`src/rtl/io_seq_pkg.sv`:
```
// io_seq_pkg
//   Shared definitions for the IO pad-ring enable sequencer.
//   - seq_state_e : sequencer states
//   - MAX_GROUPS  : largest supported number of pad groups
//   - cnt_w_ok()  : true when a counter of cnt_w bits can hold the largest
//                   debounce/stagger terminal count without wrapping
package io_seq_pkg;

   typedef enum logic [2:0] {
      OFF       = 3'd0,
      DEBOUNCE  = 3'd1,
      RAMP_UP   = 3'd2,
      ON        = 3'd3,
      RAMP_DOWN = 3'd4,
      FAULT     = 3'd5
   } seq_state_e;

   localparam int MAX_GROUPS = 16;

   function automatic bit cnt_w_ok(input int cnt_w, input int debounce_cyc,
                                   input int stagger_cyc);
      longint lim;
      lim = (debounce_cyc > stagger_cyc) ? longint'(debounce_cyc) : longint'(stagger_cyc);
      if (cnt_w < 1)
         return 1'b0;
      else if (cnt_w >= 62)
         return 1'b1;
      else
         return (longint'(1) << cnt_w) > lim;
   endfunction

endpackage

```
`src/rtl/io_sync2.sv`:
```
// io_sync2
//   Two-flop synchronizer for a single asynchronous level.
//   Ports:
//     clk   - destination clock
//     rst_n - asynchronous active-low reset, both flops clear to 0
//     d     - asynchronous input
//     q     - synchronized output (two destination-clock edges of latency)
module io_sync2 (
   input  logic clk,
   input  logic rst_n,
   input  logic d,
   output logic q
);

   logic meta;

   always_ff @(posedge clk or negedge rst_n) begin
      if (!rst_n) begin
         meta <= 1'b0;
         q    <= 1'b0;
      end else begin
         meta <= d;
         q    <= meta;
      end
   end

endmodule

```
`src/rtl/io_pad_enable_seq.sv`:
```
// io_pad_enable_seq
//   Always-on power-up/power-down sequencer for the IO pad ring. Once the
//   synchronized supply-good has been stable for DEBOUNCE_CYC cycles, pad
//   groups leave retention one at a time, STAGGER_CYC cycles apart, to limit
//   simultaneous switching on the shared VDDIO/VSSIO rails. Sleep disables
//   them in reverse order. Supply loss forces every group safe at once.
//   Ports:
//     clk          - always-on clock
//     rst_n        - asynchronous active-low reset
//     vddio_ok_i   - asynchronous supply-good, synchronized internally
//     seq_start_i  - level request to power the ring up
//     sleep_req_i  - level request to power the ring down
//     err_clr_i    - single-cycle fault clear
//     grp_en_o     - per-group enable, always a prefix of ones from bit 0
//     retention_o  - ring-wide retention hold (1 = held)
//     seq_busy_o   - high in DEBOUNCE, RAMP_UP, RAMP_DOWN
//     seq_done_o   - high in ON
//     err_o        - sticky supply-loss flag
//   All outputs are registered.
module io_pad_enable_seq
   import io_seq_pkg::*;
#(
   parameter int N_GROUPS     = 4,
   parameter int DEBOUNCE_CYC = 64,
   parameter int STAGGER_CYC  = 16,
   parameter int CNT_W        = 8
) (
   input  logic                clk,
   input  logic                rst_n,
   input  logic                vddio_ok_i,
   input  logic                seq_start_i,
   input  logic                sleep_req_i,
   input  logic                err_clr_i,
   output logic [N_GROUPS-1:0] grp_en_o,
   output logic                retention_o,
   output logic                seq_busy_o,
   output logic                seq_done_o,
   output logic                err_o
);

   if (N_GROUPS < 1 || N_GROUPS > MAX_GROUPS) begin : g_chk_groups
      $error("io_pad_enable_seq: N_GROUPS must be in 1..16");
   end
   if (DEBOUNCE_CYC < 1) begin : g_chk_debounce
      $error("io_pad_enable_seq: DEBOUNCE_CYC must be >= 1");
   end
   if (STAGGER_CYC < 1) begin : g_chk_stagger
      $error("io_pad_enable_seq: STAGGER_CYC must be >= 1");
   end
   if (!cnt_w_ok(CNT_W, DEBOUNCE_CYC, STAGGER_CYC)) begin : g_chk_cnt_w
      $error("io_pad_enable_seq: CNT_W too narrow for DEBOUNCE_CYC/STAGGER_CYC");
   end

   localparam logic [CNT_W-1:0]    DEB_LAST = CNT_W'(DEBOUNCE_CYC - 1);
   localparam logic [CNT_W-1:0]    STG_LAST = CNT_W'(STAGGER_CYC - 1);
   localparam logic [CNT_W-1:0]    CNT_MAX  = '1;
   localparam logic [3:0]          G_LAST   = 4'(N_GROUPS - 1);
   localparam logic [N_GROUPS-1:0] GRP_ONE  = N_GROUPS'(1);

   // Sequencer state; kept as a named register so it can be probed directly.
   seq_state_e          state_q, state_d;
   logic [CNT_W-1:0]    cnt_q, cnt_d;
   logic [3:0]          g_q, g_d;
   logic [N_GROUPS-1:0] grp_en_d;
   logic                ret_d, err_d, busy_d, done_d;
   logic                ok_s;
   logic                stg_done;
   logic                supply_lost;
   logic [CNT_W-1:0]    cnt_inc;

   io_sync2 u_sync_vddio (
      .clk   (clk),
      .rst_n (rst_n),
      .d     (vddio_ok_i),
      .q     (ok_s)
   );

   assign stg_done = (cnt_q == STG_LAST);
   assign cnt_inc  = (cnt_q == CNT_MAX) ? cnt_q : cnt_q + 1'b1;

   // Supply loss only matters once groups may be enabled; in DEBOUNCE a low
   // ok_s merely restarts the debounce window.
   assign supply_lost = !ok_s &&
                        (state_q == RAMP_UP || state_q == ON || state_q == RAMP_DOWN);

   always_comb begin
      state_d  = state_q;
      cnt_d    = cnt_inc;
      g_d      = g_q;
      grp_en_d = grp_en_o;
      ret_d    = retention_o;
      err_d    = err_o;

      case (state_q)
         OFF: begin
            cnt_d = '0;
            if (seq_start_i && ok_s && !sleep_req_i)
               state_d = DEBOUNCE;
         end
         DEBOUNCE: begin
            if (sleep_req_i) begin
               state_d = OFF;
               cnt_d   = '0;
            end else if (!ok_s) begin
               cnt_d = '0;
            end else if (cnt_q == DEB_LAST) begin
               state_d  = RAMP_UP;
               cnt_d    = '0;
               g_d      = 4'd0;
               ret_d    = 1'b0;
               grp_en_d = GRP_ONE;
            end
         end
         RAMP_UP: begin
            // Shifting a one in from bit 0 keeps the enabled set a prefix.
            if (stg_done) begin
               cnt_d = '0;
               if (g_q < G_LAST) begin
                  g_d      = g_q + 4'd1;
                  grp_en_d = (grp_en_o << 1) | GRP_ONE;
               end else begin
                  state_d = ON;
               end
            end
         end
         ON: begin
            cnt_d = '0;
            if (sleep_req_i) begin
               state_d  = RAMP_DOWN;
               g_d      = G_LAST;
               grp_en_d = grp_en_o >> 1;
            end
         end
         RAMP_DOWN: begin
            // g is the index of the group most recently cleared.
            if (stg_done) begin
               cnt_d = '0;
               if (g_q != 4'd0) begin
                  g_d      = g_q - 4'd1;
                  grp_en_d = grp_en_o >> 1;
               end else begin
                  state_d = OFF;
                  ret_d   = 1'b1;
               end
            end
         end
         FAULT: begin
            cnt_d    = '0;
            grp_en_d = '0;
            ret_d    = 1'b1;
            if (err_clr_i && ok_s) begin
               state_d = OFF;
               err_d   = 1'b0;
            end
         end
         default: begin
            state_d  = OFF;
            cnt_d    = '0;
            g_d      = 4'd0;
            grp_en_d = '0;
            ret_d    = 1'b1;
         end
      endcase

      // Supply loss overrides every request in the same cycle.
      if (supply_lost) begin
         state_d  = FAULT;
         cnt_d    = '0;
         g_d      = 4'd0;
         grp_en_d = '0;
         ret_d    = 1'b1;
         err_d    = 1'b1;
      end

      busy_d = (state_d == DEBOUNCE) || (state_d == RAMP_UP) || (state_d == RAMP_DOWN);
      done_d = (state_d == ON);
   end

   always_ff @(posedge clk or negedge rst_n) begin
      if (!rst_n) begin
         state_q     <= OFF;
         cnt_q       <= '0;
         g_q         <= 4'd0;
         grp_en_o    <= '0;
         retention_o <= 1'b1;
         seq_busy_o  <= 1'b0;
         seq_done_o  <= 1'b0;
         err_o       <= 1'b0;
      end else begin
         state_q     <= state_d;
         cnt_q       <= cnt_d;
         g_q         <= g_d;
         grp_en_o    <= grp_en_d;
         retention_o <= ret_d;
         seq_busy_o  <= busy_d;
         seq_done_o  <= done_d;
         err_o       <= err_d;
      end
   end

endmodule
```
`config.mk`:
```
export PLATFORM = sky130hd
export DESIGN_NAME = io_pad_enable_seq
export DESIGN_NICKNAME = d
export VERILOG_FILES = /design/src/rtl/io_seq_pkg.sv /design/src/rtl/io_sync2.sv /design/src/rtl/io_pad_enable_seq.sv
export SDC_FILE = /design/constraint.sdc
export NUM_CORES = 1
export LEC_CHECK = 0
export ABC_AREA = 1
export BUFFER_PORTS_ARGS = -buffer_cell sky130_fd_sc_hd__buf_4
export CORE_ASPECT_RATIO = 1.1
export CORE_MARGIN = 2
export CORE_UTILIZATION = 25
export CTS_CLUSTER_SIZE = 20
export DETAILED_ROUTE_END_ITERATION = 16
export GPL_TIMING_DRIVEN = 1
export PLACE_DENSITY = 0.53
export REMOVE_ABC_BUFFERS = 1
export SETUP_SLACK_MARGIN = 0.15
export SYNTH_ARGS = -nofsm -noshare
export SYNTH_HDL_FRONTEND = slang
export SYNTH_SLANG_ARGS = --single-unit
```
`constraint.sdc`:
```
create_clock -name clk -period 1.63 [get_ports clk]
set_input_delay 0.326 -clock clk [delete_from_list [all_inputs] [get_ports clk]]
set_output_delay 0.326 -clock clk [all_outputs]
set_load 0.02 [all_outputs]
```
=== After elaboration in Yosys (flattened, before gate mapping) ===
Index checks and enable logic that the tools add are counted.

* Bits in latches: 0
* Bits in registers: 25
* Bits in read-only memories: 0
* Memory bits (writable): 0
* Bits of input ports: 6
* Memories: 0
* Output and inout port bits: 8

* Div/mod/pow operators: 0
* Multipliers: 0
* Multiplexer cells: 49
* Equal/unequal tests: 24
* Reduce and logical (&&, ||, !) cells: 21
* Shift operators: 0
* Order comparisons: 1
* $add $sub $neg: 3
* Bitwise logic cells: 0

{| class="wikitable"
|+ Operators with widths
! operator !! count
|-
| 4-bit 2-to-1 mux || 18
|-
| 8-bit 2-to-1 mux || 6
|-
| 4-bit one-hot mux with 5 select lines || 2
|-
| 3-bit 2-to-1 mux || 11
|-
| 3-bit inequality test (second input constant) || 6
|-
| 3-bit one-hot mux with 6 select lines || 1
|-
| 9-bit AND reduction || 2
|-
| 8-bit one-hot mux with 2 select lines || 1
|-
| 3-bit by 2-bit == test with 1-bit output (second input constant) || 4
|-
| 3-bit == test (second input constant) || 3
|-
| 1-bit 2-to-1 mux || 9
|-
| 3-bit by 2-bit inequality test with 1-bit output (second input constant) || 3
|-
| 8-bit by 1-bit adder with 8-bit output (second input constant) || 1
|-
| 8-bit by 4-bit == test with 1-bit output (second input constant) || 1
|-
| 8-bit by 6-bit == test with 1-bit output (second input constant) || 1
|-
| 8-bit == test (second input constant) || 1
|-
| 3-bit by 1-bit == test with 1-bit output (second input constant) || 2
|-
| 6-bit AND reduction || 1
|-
| 4-bit by 1-bit adder with 4-bit output (second input constant) || 1
|-
| 1-bit logical AND || 4
|-
| 1-bit logical OR || 4
|-
| 4-bit by 2-bit < comparator with 1-bit output (second input constant) || 1
|-
| 2-bit by 1-bit inequality test with 1-bit output (second input constant) || 2
|-
| 2-bit nonzero test || 2
|-
| 9 further kinds || 11
|}

=== Longest topological paths before layout ===
Gate-level depths: netlist of the first run.

* Depth after elaboration: 9
* Depth in mapped cells: 12
* Mapped depth without buffers: 11

=== By module ===
A second synthesis of the first run with hierarchy kept.

* Cells, all modules: 211
* Area, all modules: 1,606.5 µm²

{| class="wikitable"
|+ Modules (own cells, without submodules)
! module !! sequential area each (µm²) !! cells each !! area each (µm²) !! times used
|-
| io_pad_enable_seq || 576.8 || 209 || 1,556.5 || 1
|-
| io_sync2 || 50.0 || 2 || 50.0 || 1
|}

=== Worst setup path before layout of the first run ===
OpenSTA, ideal clock, no wires.

* Kind: register -> register
* From: register state_q[0]
* To: register g_q[3]
* Data arrival time: 1,609 ps
* Path buffers: 0
* Path slack: -96 ps
* Required time: 1,513 ps
* Cell stages (with the launch flop): 12
* Setup time: 117 ps
* Cells stage by stage: dfrtp_1 > nor2_2 > nand2_2 > inv_1 > ha_1 > a21o_1 > a21oi_1 > nand2_1 > nand2_1 > nor2_1 > nand3_1 > nand2_1

* Word-level cells in the longest chain between the ends: 6

{| class="wikitable"
|+ Ends and longest elaborated chain
! item !! RTL line !! text
|-
| from (decl) || io_pad_enable_seq.sv:61 || <nowiki>seq_state_e state_q, state_d;</nowiki>
|-
| from (signal assigned) || io_pad_enable_seq.sv:190 || <nowiki>state_q <= state_d;</nowiki>
|-
| 3-bit by 2-bit == test with 1-bit output || io_pad_enable_seq.sv:84, io_pad_enable_seq.sv:94 ||
|-
| 1-bit logical OR (2 in series) || io_pad_enable_seq.sv:84 || <nowiki>(state_q == RAMP_UP || state_q == ON || state_q == RAMP_DOWN);</nowiki>
|-
| 1-bit logical AND || io_pad_enable_seq.sv:83 || <nowiki>assign supply_lost = !ok_s &&</nowiki>
|-
| 3-bit by 2-bit inequality test with 1-bit output (no source line), or another cell as far along || -- ||
|-
| 9-bit AND reduction (no source line) || -- ||
|-
| to (signal assigned) || io_pad_enable_seq.sv:192 || <nowiki>g_q <= g_d;</nowiki>
|-
| to (decl) || io_pad_enable_seq.sv:63 || <nowiki>logic [3:0] g_q, g_d;</nowiki>
|}

Parallel ways exist; a longest one is shown, timed or not.
A chain may end at the register's enable or synchronous reset.

=== Worst setup path in the final report of the first run ===
* From: register cnt_q[0]
* To: register grp_en_o[2]

* Word-level cells in the longest chain between the ends: 3

{| class="wikitable"
|+ Ends and longest elaborated chain
! item !! RTL line !! text
|-
| from (decl) || io_pad_enable_seq.sv:62 || <nowiki>logic [CNT_W-1:0] cnt_q, cnt_d;</nowiki>
|-
| from (signal assigned) || io_pad_enable_seq.sv:191 || <nowiki>cnt_q <= cnt_d;</nowiki>
|-
| 8-bit by 6-bit == test with 1-bit output or 8-bit by 4-bit == test with 1-bit output (tied branches) || io_pad_enable_seq.sv:106, io_pad_enable_seq.sv:78 ||
|-
| 3-bit inequality test (no source line) || -- ||
|-
| 9-bit AND reduction (no source line) * || -- ||
|-
| to (signal assigned) || io_pad_enable_seq.sv:193 || <nowiki>grp_en_o <= grp_en_d;</nowiki>
|-
| to (decl) || io_pad_enable_seq.sv:34 || <nowiki>output logic [N_GROUPS-1:0] grp_en_o,</nowiki>
|}

Mark *: on every way between the ends. The rest lies on a longest branch, timed or not.

==> results of run 1 <==
-- report_power, final --
group / internal (W) / switching [W]
combinational: 0.000907 / 0.00108
clock: 0.000175 / 0.000197
sequential: 0.000744 / 0.000102
-- registers in the layout, indices dropped and copies added (netlist names) --
name,cells
cnt_q,8
err_o,1
g_q,4
grp_en_o,4
retention_o,1
seq_busy_o,1
seq_done_o,1
state_q,3
u_sync_vddio.meta,1
u_sync_vddio.q,1
-- how the worst max path moves through the flow --
stage,from,end,slack [ns],cells past startpoint
after CTS,state_q[1],g_q[1],0.009,7
after global placement,state_q[1],g_q[3],-0.02,11
final,cnt_q[0],grp_en_o[2],0.04,11
after detailed placement,cnt_q[0],grp_en_o[2],-0.06,11
after floorplan,cnt_q[0],g_q[0],-0.13,10
after global routing,state_q[0],g_q[3],-0.08,11
-- layer usage --
layer  wire [µm]  GRT usage  up-vias  part of all wire
met5           0          0        -                 0
met4          31     0.0319        0            0.0080
met3          77     0.0138        4             0.020
met2        1950      0.200       21              0.50
met1        1830      0.158      736              0.47
li1            -          -      761                 -
-- Yosys cell counts --
cell	n	area, µm²
nand2_1	46	173
nor2_1	26	97.6
dfrtp_1	24	601
inv_1	20	75.1
nand3_1	17	85.1
a21oi_1	11	55.1
o21ai_0	11	55.1
nand2_2	5	31.3
nor2_2	5	31.3
inv_2	4	15.0
nand4_1	4	25.0
ha_1	3	37.5
a211oi_1	2	15.0
nand3_2	2	20.0
nor3_1	2	10.0
o21ai_1	2	10.0
xor2_1	2	17.5
a21o_1	1	7.51
a21oi_2	1	8.76
a31o_2	1	8.76
a31oi_1	1	6.26
buf_6	1	11.3
dfstp_2	1	26.3
fa_1	1	20.0
inv_4	1	6.26
nand3_4	1	17.5
nor2_8	1	20.0
o211ai_1	1	7.51
xnor2_1	1	8.76
-- area by class of cell --
type                    instances  area share
inverters                      25      0.0448
well taps                      77      0.0425
multi-input cells             147       0.427
repair buffers                 54       0.188
clock buffers                   4      0.0199
flip-flops and latches         25       0.277
-- worst max-delay path: stages (launching register included) --
cell and delay (ns):
dfrtp_1 0.40, ha_4 0.16, inv_4 0.05, nor2_8 0.11, nand3_4 0.10, o21ai_2 0.14, nand3_2 0.09, nor2_4 0.15
buf_6 0.15, inv_4 0.03, nand2_1 0.04, nand2_1 0.05
-- through the flow --
stage               hold slack (ns)  setup TNS (ns)  utilization  area (µm²)  total power, W
floorplan                    0.0304          -0.542            -        1490         0.00170
global placement              0.252         -0.0365        0.329        1910         0.00232
detailed placement            0.251          -0.247        0.329        1910         0.00231
CTS                           0.158               0        0.361        2100         0.00300
global route                  0.149          -0.293        0.390        2260         0.00347
finish                        0.161               0        0.390        2260         0.00320
-- placed cells by master (no fill, tap or decap), drive strengths merged --
cell / netlist / final
buf: 1 / 53
nand2: 51 / 51
nor2: 32 / 32
inv: 25 / 25
dfrtp: 24 / 24
nand3: 20 / 20
o21ai: 13 / 13
a21oi: 12 / 12
nand4: 4 / 4
clkbuf: 0 / 4
ha: 3 / 3
nor3: 2 / 2
a211oi: 2 / 2
xor2: 2 / 2
xnor2: 1 / 1
o211ai: 1 / 1
a31oi: 1 / 1
a21o: 1 / 1
a31o: 1 / 1
fa: 1 / 1
dlygate4sd3: 0 / 1
dfstp: 1 / 1
-- timing repair --
action	CTS	global route
hold buffers	1	0
resized for setup	25	33
hold endpoints to repair	24	0
setup buffers	4	6
gates cloned	0	0
setup endpoints to repair	20	21
pin swaps	13	22
-- logic make-up after synthesis --
logic type,Yosys count
xor gates and xnor gates,3
and+or+nand+nor,109
AOI/OAI and AO/OA,31
buffers and inverters,26
DFF,25
adders and majority gates,4
==> impl_metrics.tcl, run 1 <==
set metrics [dict create \
    synth_area_per_cell_um2 7.59 \
    synth_top_family_by_area "simple AND/OR/NAND/NOR gates" \
    cts_buffers 3 \
    yosys_warnings 0 \
    min_from "vddio_ok_i" \
    hold_violations 0 \
    worstPathRequired_ns 1.79 \
    synth_xor_area_frac 0.0175 \
    reg2reg_from "cnt_q[0]" \
    gp_congestion 0.781 \
    grt.total_usage 0.117 \
    period_share 0.977 \
    drc 0 \
    status "finished, final reports clean" \
    synth_compound_area_frac 0.116 \
    max_slew_margin 0.783 \
    setup_ws_ns 0.0378 \
    vias 1522 \
    num_rows 29 \
    placed_cells 317 \
    dr.pass1.iters 4 \
    synthToLayoutAreaGrowth_pct 50.7 \
    hold_depth 1 \
    boundaryPins 14 \
    cts_tree "done" \
    synthSimpleGateAreaFrac 0.340 \
    grt-ovfl-total 0 \
    multi_input_area_um2 967 \
    clk_pin_slew_ns 0.09 \
    p_per_area_nw_per_um2 1410 \
    ys_types 29 \
    grt_pass1_wl_um 6480 \
    stdcell_count 332 \
    ant_nets 0 \
    fmax_mhz 628 \
    period_minus_slack_ns 1.59 \
    fp.dieW_um 77.9 \
    seqCellArea_um2 628 \
    min_to "u_sync_vddio.meta" \
    cts_buffer_depth 2 \
    final_max_slew_viol_count 0 \
    clock-sinks 25 \
    ys_ff_latch 25 \
    crit_type "reg2reg" \
    drt-wirelength-per-cell_um 11.7 \
    core_area_um2 5810 \
    drive_gt1_frac 0.439 \
    cap_viol_max_count 0 \
    drt_iter0_drc 43 \
    cts_max_level 1 \
    worstPathArrival_ns 1.76 \
    skew_ns 0.00201 \
    setup_viol 0 \
    diodes 0 \
    clockRootBuffer "clkbuf_8" \
    leakagePower_nw 1.12 \
    end_kind "flop" \
    hpwl_um 2830 \
    synthAdderAreaFrac 0.0383 \
    clk_latency_ns 0.27 \
    fill_cells 612 \
    antenna_found_initial 0 \
    synth_mux_area_frac 0 \
    syn_inst 198 \
    cp_max_fo 6 \
    r2r_end "grp_en_o[2]" \
    irDropWorstVdd_mv 0.556 \
    grt_max_degree 26 \
    die_area_um2 6650 \
    place_ws_ns -0.0595 \
    rsz0062_at_grt "true" \
    final_nets 266 \
    die_y_um 85.3 \
    first_global_vias 1509 \
    ys_seq_area_frac 0.417 \
    viasPerCell 4.58 \
    min_path_type "in2reg" \
    portBuffers 13 \
    reg2reg_slack_ns 0.04 \
    initial_core_util 0.259 \
    startpoint_type "flop" \
    wl_um 3890 \
    syn_area_um2 1500 \
    worstMarginPinSlew_ns 0.325 \
    r2r_cells 11 \
]
Power figures use the tool's default switching activity.
==> inputs of run 2 (changes only) <==
--- a/config.mk
+++ b/config.mk
@@ -13,9 +13,10 @@
 export CTS_CLUSTER_SIZE = 20
 export DETAILED_ROUTE_END_ITERATION = 16
 export GPL_TIMING_DRIVEN = 1
-export PLACE_DENSITY = 0.53
+export PLACE_DENSITY = 0.52
 export REMOVE_ABC_BUFFERS = 1
 export SETUP_SLACK_MARGIN = 0.15
 export SYNTH_ARGS = -nofsm -noshare
 export SYNTH_HDL_FRONTEND = slang
+export SYNTH_HIERARCHICAL = 1
 export SYNTH_SLANG_ARGS = --single-unit
==> run 2 against run 1 <==
Net effect:
- critical path depth did not move
- via count fell by 0.33%
- count of clock-buffer cells in the layout fell by 1
- non-clock buffer count fell by 10
- largest cell class unchanged
- first-iteration DRC count rose by 19%
- clock power barely moved
- setup slack improved by 0.011 ns
- hold slack got worse by 0.0041 ns
- area after synthesis rose by 6.9%
- total power rose by 4.6%
- synthesized cell count rose by 6.6%
- final cell count rose by 1.8%
==> impl_metrics.tcl, run 2 <==
set metrics [dict create \
    num_rows 30 \
    cp_max_fo 4 \
    hpwl_um 2900 \
    cts_max_level 1 \
    drt_iter0_drc 51 \
    synthToLayoutAreaGrowth_pct 39.8 \
    portBuffers 13 \
    clock-sinks 25 \
    synth.largest_area_cell "dfrtp_1" \
    synth_area_per_cell_um2 7.61 \
    layout_common_cells "nand2_1, buf_4, dfrtp_1" \
    worstPathCellList "nor2_4 > nand2_4 > inv_4 > ha_4 > a21o_1 > a21oi_2 > nand2_1 > nand2_1 > nor2_1 > nand3_1 > nand2_1" \
    grt.total_usage 0.121 \
    ys_types 31 \
    die_y_um 88.1 \
    reg2reg_slack_ns 0.05 \
    min_path_type "in2reg" \
    synthTopCellsByArea "dfrtp_1, nand2_1, nand3_1, nor2_1, inv_1" \
    async_flop_share 1.00 \
    final_cell_area_um2 2250 \
    worstMarginPinSlew_ns 0.327 \
    rsz0062_at_grt "true" \
    vias 1517 \
    diodes 0 \
    largest_reg_flops 8 \
    syn_area_um2 1610 \
    p_per_area_nw_per_um2 1490 \
    status "finished, final reports clean" \
    worstPathRequired_ns 1.80 \
    boundaryPins 14 \
    worstPathArrival_ns 1.75 \
    grt_max_degree 26 \
    stdcell_count 338 \
    ys_ff_latch 25 \
    core_area_um2 6190 \
    yosysMostFrequentCell "nand2_1" \
    reg2reg_from "state_q[0]" \
    ant_nets 0 \
    placed_cells 320 \
    synth_flop_cell "dfrtp_1" \
    ys_seq_area_frac 0.390 \
    hold_violations 0 \
    hold_depth 1 \
    min_to "u_sync_vddio/meta" \
    top_register "cnt_q" \
    irDropWorstVdd_mv 0.597 \
    grt-ovfl-total 0 \
    viasPerCell 4.49 \
    synthTopCellsByCount "nand2_1, nor2_1, dfrtp_1, nand3_1, inv_1" \
    crit_path_top_delay_cell "dfrtp_1" \
    leakagePower_nw 1.07 \
    setup_viol 0 \
    skew_ns 0.00115 \
    period_minus_slack_ns 1.58 \
    initial_core_util 0.259 \
    wl_um 3830 \
    seqCellArea_um2 627 \
    hold_ws_ns 0.157 \
    largestRegisters "cnt_q x8, g_q x4, grp_en_o x4" \
    max_slew_margin 0.782 \
    crit_type "reg2reg" \
    grt_pass1_wl_um 6710 \
    drive_gt1_frac 0.376 \
    final_common_cell "nand2_1" \
    period_share 0.970 \
    synth_edf_count 0 \
    slowest_delay_ns 0.41 \
    clk_latency_ns 0.27 \
    r2r_cells 11 \
    drt-wirelength-per-cell_um 11.3 \
    final_nets 269 \
    synth_top_cell_area_share 0.374 \
    antenna_found_initial 0 \
    yosys_warnings 6 \
    gp_congestion 0.872 \
    r2r_end "g_q[3]" \
    clockRootBuffer "clkbuf_8" \
    min_from "vddio_ok_i" \
    multi_input_area_um2 1040 \
    die_area_um2 7080 \
    final_max_slew_viol_count 0 \
    cts_buffer_depth 2 \
    dr.pass1.iters 4 \
    fp.dieW_um 80.4 \
    cts_buffers 3 \
    cap_viol_max_count 0 \
    fill_cells 673 \
    startpoint_type "flop" \
    fmax_mhz 632 \
    end_kind "flop" \
    first_global_vias 1509 \
    clk_pin_slew_ns 0.09 \
    drc 0 \
    cts_tree "done" \
    cp_common_cell "nand2_1" \
    placed_area_um2 1930 \
    syn_inst 211 \
]
==> run 2: worst max-delay path: cells and delay by family (launching register included) <==
kind	cells	cell delay, ns
flops	1	0.41
buf+inv	1	0.08
simple gates	7	0.51
fa+ha+maj	1	0.19
compound gates	2	0.30
==> run 2: kinds of logic (layout without fill, tap and decap cells) <==
family / count (synthesis) / count (layout) / synth area share
AO/OA/AOI/OAI: 20 / 20 / 0.0709
XOR/XNOR: 6 / 6 / 0.0327
adder cells (fa/ha/maj): 4 / 4 / 0.0358
buffers and inverters: 23 / 70 / 0.0545
flip-flops: 25 / 25 / 0.390
AND/OR/NAND/NOR: 133 / 133 / 0.416
==> run 2: worst max-delay path by stage <==
stage / cells after the start / from / slack, ns / end
after floorplan: 11 / state_q[0] / -0.06 / g_q[3]
after global placement: 11 / state_q[0] / -0.06 / g_q[3]
after detailed placement: 11 / state_q[0] / -0.09 / g_q[3]
after CTS: 11 / state_q[1] / 0.02 / g_q[3]
after global routing: 10 / cnt_q[0] / -0.08 / grp_en_o[3]
final: 11 / state_q[0] / 0.05 / g_q[3]
==> run 2: layer usage <==
metal,vias to the layer above,global-route usage,part of all wire
met1,697,0.148,0.44
li1,792,-,-
met3,7,0.0155,0.021
met4,0,0.0401,0.015
met5,-,0,0
met2,21,0.218,0.52
==> run 2: area by class of cell <==
cell class | count | share of cell area
Tap cell | 80 | 0.0446
Clock inverter | 1 | 0.00223
Inverter | 22 | 0.0412
Clock buffer | 3 | 0.0184
Multi-Input combinational cell | 163 | 0.465
Sequential cell | 25 | 0.279
Timing Repair Buffer | 44 | 0.150
==> run 2: what timing repair did <==
item                                    CTS  global route
resized for setup                        29            15
hold endpoints to repair                 24             0
pin swaps                                12            17
buffers inserted                          9             4
endpoints found under the setup margin   20            19
hold buffers                              1             0
==> run 2: power by group <==
| part | switching, W | leakage (nW) | internal, W |
|---|---|---|---|
| logic | 0.00122 | 0.720 | 0.000874 |
| clock network | 0.000202 | 0.0255 | 0.000171 |
| registers | 0.000120 | 0.328 | 0.000763 |
==> run 2: stage by stage <==
step                setup TNS, ns  utilization  total power [W]  setup WS (ns)
floorplan                 -0.0629            -          0.00204        -0.0629
global route               -0.469        0.363          0.00365        -0.0792
finish                          0        0.363          0.00335         0.0486
CTS                             0        0.349          0.00325         0.0164
detailed placement         -0.143        0.311          0.00259        -0.0913
global placement          -0.0651        0.311          0.00258        -0.0614
==> inputs of run 3 (changes only) <==
--- a/config.mk
+++ b/config.mk
@@ -13,7 +13,7 @@
 export CTS_CLUSTER_SIZE = 20
 export DETAILED_ROUTE_END_ITERATION = 16
 export GPL_TIMING_DRIVEN = 1
-export PLACE_DENSITY = 0.52
+export PLACE_DENSITY = 0.51
 export REMOVE_ABC_BUFFERS = 1
 export SETUP_SLACK_MARGIN = 0.15
 export SYNTH_ARGS = -nofsm -noshare
==> constraint.sdc (replaced) <==
create_clock -name clk -period 1.8 [get_ports clk]
set_input_delay 0.36 -clock clk [delete_from_list [all_inputs] [get_ports clk]]
set_output_delay 0.36 -clock clk [all_outputs]
set_load 0.02 [all_outputs]
==> run 3 against run 2 <==
Net effect:
- hold slack improved by 0.039 ns
- combinational power decreased by 17%
- count of clock-buffer cells in the layout increased by 1
- critical path type unchanged
- highest routed layer unchanged
==> impl_metrics.tcl, run 3 (synthesis results as in run 2) <==
set metrics [dict create \
    fin_tns_setup_ns 0 \
    crit_path_top_delay_cell "dfrtp_1" \
    final_nets 259 \
    cap_viol_max_count 0 \
    synthToLayoutAreaGrowth_pct 30.8 \
    wl_um 3900 \
    critical-path-top-delay-family "simple AND/OR/NAND/NOR gates" \
    cp_common_cell "nand2_2" \
    period_minus_slack_ns 1.60 \
    final_max_slew_viol_count 0 \
    die_y_um 88.1 \
    min_from "vddio_ok_i" \
    status "finished, final reports clean" \
    crit_type "reg2reg" \
    final_cell_area_um2 2100 \
    period_share 0.891 \
    worstPathArrival_ns 1.77 \
    viasPerCell 4.46 \
    drive_gt1_frac 0.315 \
    min_to "u_sync_vddio/meta" \
    seqCellArea_um2 627 \
    die_area_um2 7080 \
    worstPathCellList "ha_4 > nand3_4 > nor2_4 > nand2_2 > nand2_2 > inv_2 > nor3_4 > nand2_2 > nand2_1 > nand2_1" \
    vias 1464 \
    grt-ovfl-total 0 \
    clk_pin_slew_ns 0.10 \
    p_per_area_nw_per_um2 1370 \
    grt_pass1_wl_um 6980 \
    first_global_vias 1574 \
    cts_buffers 3 \
    skew_ns 0.0104 \
    worstPathRequired_ns 1.96 \
    slowest_delay_ns 0.42 \
    grt.total_usage 0.125 \
    r2r_end "grp_en_o[1]" \
    largestRegisters "cnt_q x8, g_q x4, grp_en_o x4" \
    drt-wirelength-per-cell_um 11.9 \
    cts_tree "done" \
    hold_violations 0 \
    multi_input_area_um2 987 \
    cp_max_fo 5 \
    layout_common_cells "nand2_1, buf_4, nand3_1, dfrtp_1, nor2_1" \
    rsz0062_at_grt "true" \
    final_common_cell "nand2_1" \
    antenna_found_initial 0 \
    irDropWorstVdd_mv 0.437 \
    min_path_type "in2reg" \
    fill_cells 684 \
    boundaryPins 14 \
    num_rows 30 \
    reg2reg_from "cnt_q[1]" \
    largest_reg_flops 8 \
    clk_latency_ns 0.27 \
    cts_buffer_depth 2 \
    setup_viol 0 \
    fmax_mhz 624 \
    leakagePower_nw 1.02 \
    worstMarginPinSlew_ns 0.390 \
    hold_depth 1 \
    max_slew_margin 0.737 \
    end_kind "flop" \
    initial_core_util 0.259 \
    dr.pass1.iters 5 \
    placed_area_um2 1870 \
    startpoint_type "flop" \
    portBuffers 13 \
    hpwl_um 2930 \
    fp.dieW_um 80.4 \
    drc 0 \
    crit_buf_inv 1 \
    r2r_cells 10 \
    top_register "cnt_q" \
    cts_max_level 1 \
    grt_max_degree 26 \
    gp_congestion 0.849 \
    clockRootBuffer "clkbuf_8" \
    core_area_um2 6190 \
    diodes 0 \
    drt_iter0_drc 66 \
    ant_nets 0 \
    reg2reg_slack_ns 0.20 \
    clock-sinks 25 \
]
[run 3: cell types whose count changed in the layout (fill, tap and decap cells not counted), moves of 3 or more]
| cell | before | now |
|---|---|---|
| buf_4 | 42 | 33 |
| nand2_4 | 6 | 3 |
| o21ai_0 | 1 | 4 |
| o21ai_1 | 3 | 0 |
[run 3: worst max path at each step]
stage	from	end	slack, ns	cells after the start
finish	cnt_q[1]	grp_en_o[1]	0.20	10
global route	cnt_q[1]	grp_en_o[1]	0.05	10
CTS	state_q[1]	seq_busy_o	0.15	11
detailed placement	state_q[1]	g_q[3]	0.05	11
global placement	state_q[1]	g_q[3]	0.09	11
floorplan	state_q[0]	g_q[3]	0.11	11
[run 3: through the flow]
step / hold slack (ns) / instances / util / power, W / setup slack [ns]
after detailed placement: 0.292 / 312 / 0.301 / 0.00226 / 0.0467
after global routing: 0.182 / 328 / 0.339 / 0.00315 / 0.0489
final: 0.196 / 328 / 0.339 / 0.00288 / 0.197
after floorplan: 0.0644 / 210 / - / 0.00185 / 0.107
after global placement: 0.291 / 312 / 0.301 / 0.00226 / 0.0866
after CTS: 0.184 / 323 / 0.320 / 0.00271 / 0.145
[run 3: area by class of cell]
type / count / area share
Multi-Input combinational cell: 163 / 0.470
Sequential cell: 25 / 0.298
Timing Repair Buffer: 34 / 0.123
Tap cell: 80 / 0.0476
Inverter: 22 / 0.0405
Clock buffer: 4 / 0.0214
[run 3: what timing repair did]
action                                  in CTS  in global routing
resized for setup                            4                 19
hold buffers                                 1                  0
endpoints found under the setup margin       8                 19
hold endpoints to repair                    24                  0
pin swaps                                    2                 13
setup buffers                                6                  5
[run 3: where the power goes]
group	internal, W	leakage, nW	switching (W)
combinational	0.000694	0.665	0.00103
clock	0.000158	0.0228	0.000188
sequential	0.000691	0.328	0.000115
total	0.00154	1.02	0.00134
[run 3: routing by layer]
layer	vias to the layer above	routed length, µm	global-route usage
met2	14	2060	0.235
met4	0	23	0.0354
met3	2	91	0.0155
met5	-	0	0
met1	687	1720	0.149
li1	761	-	-
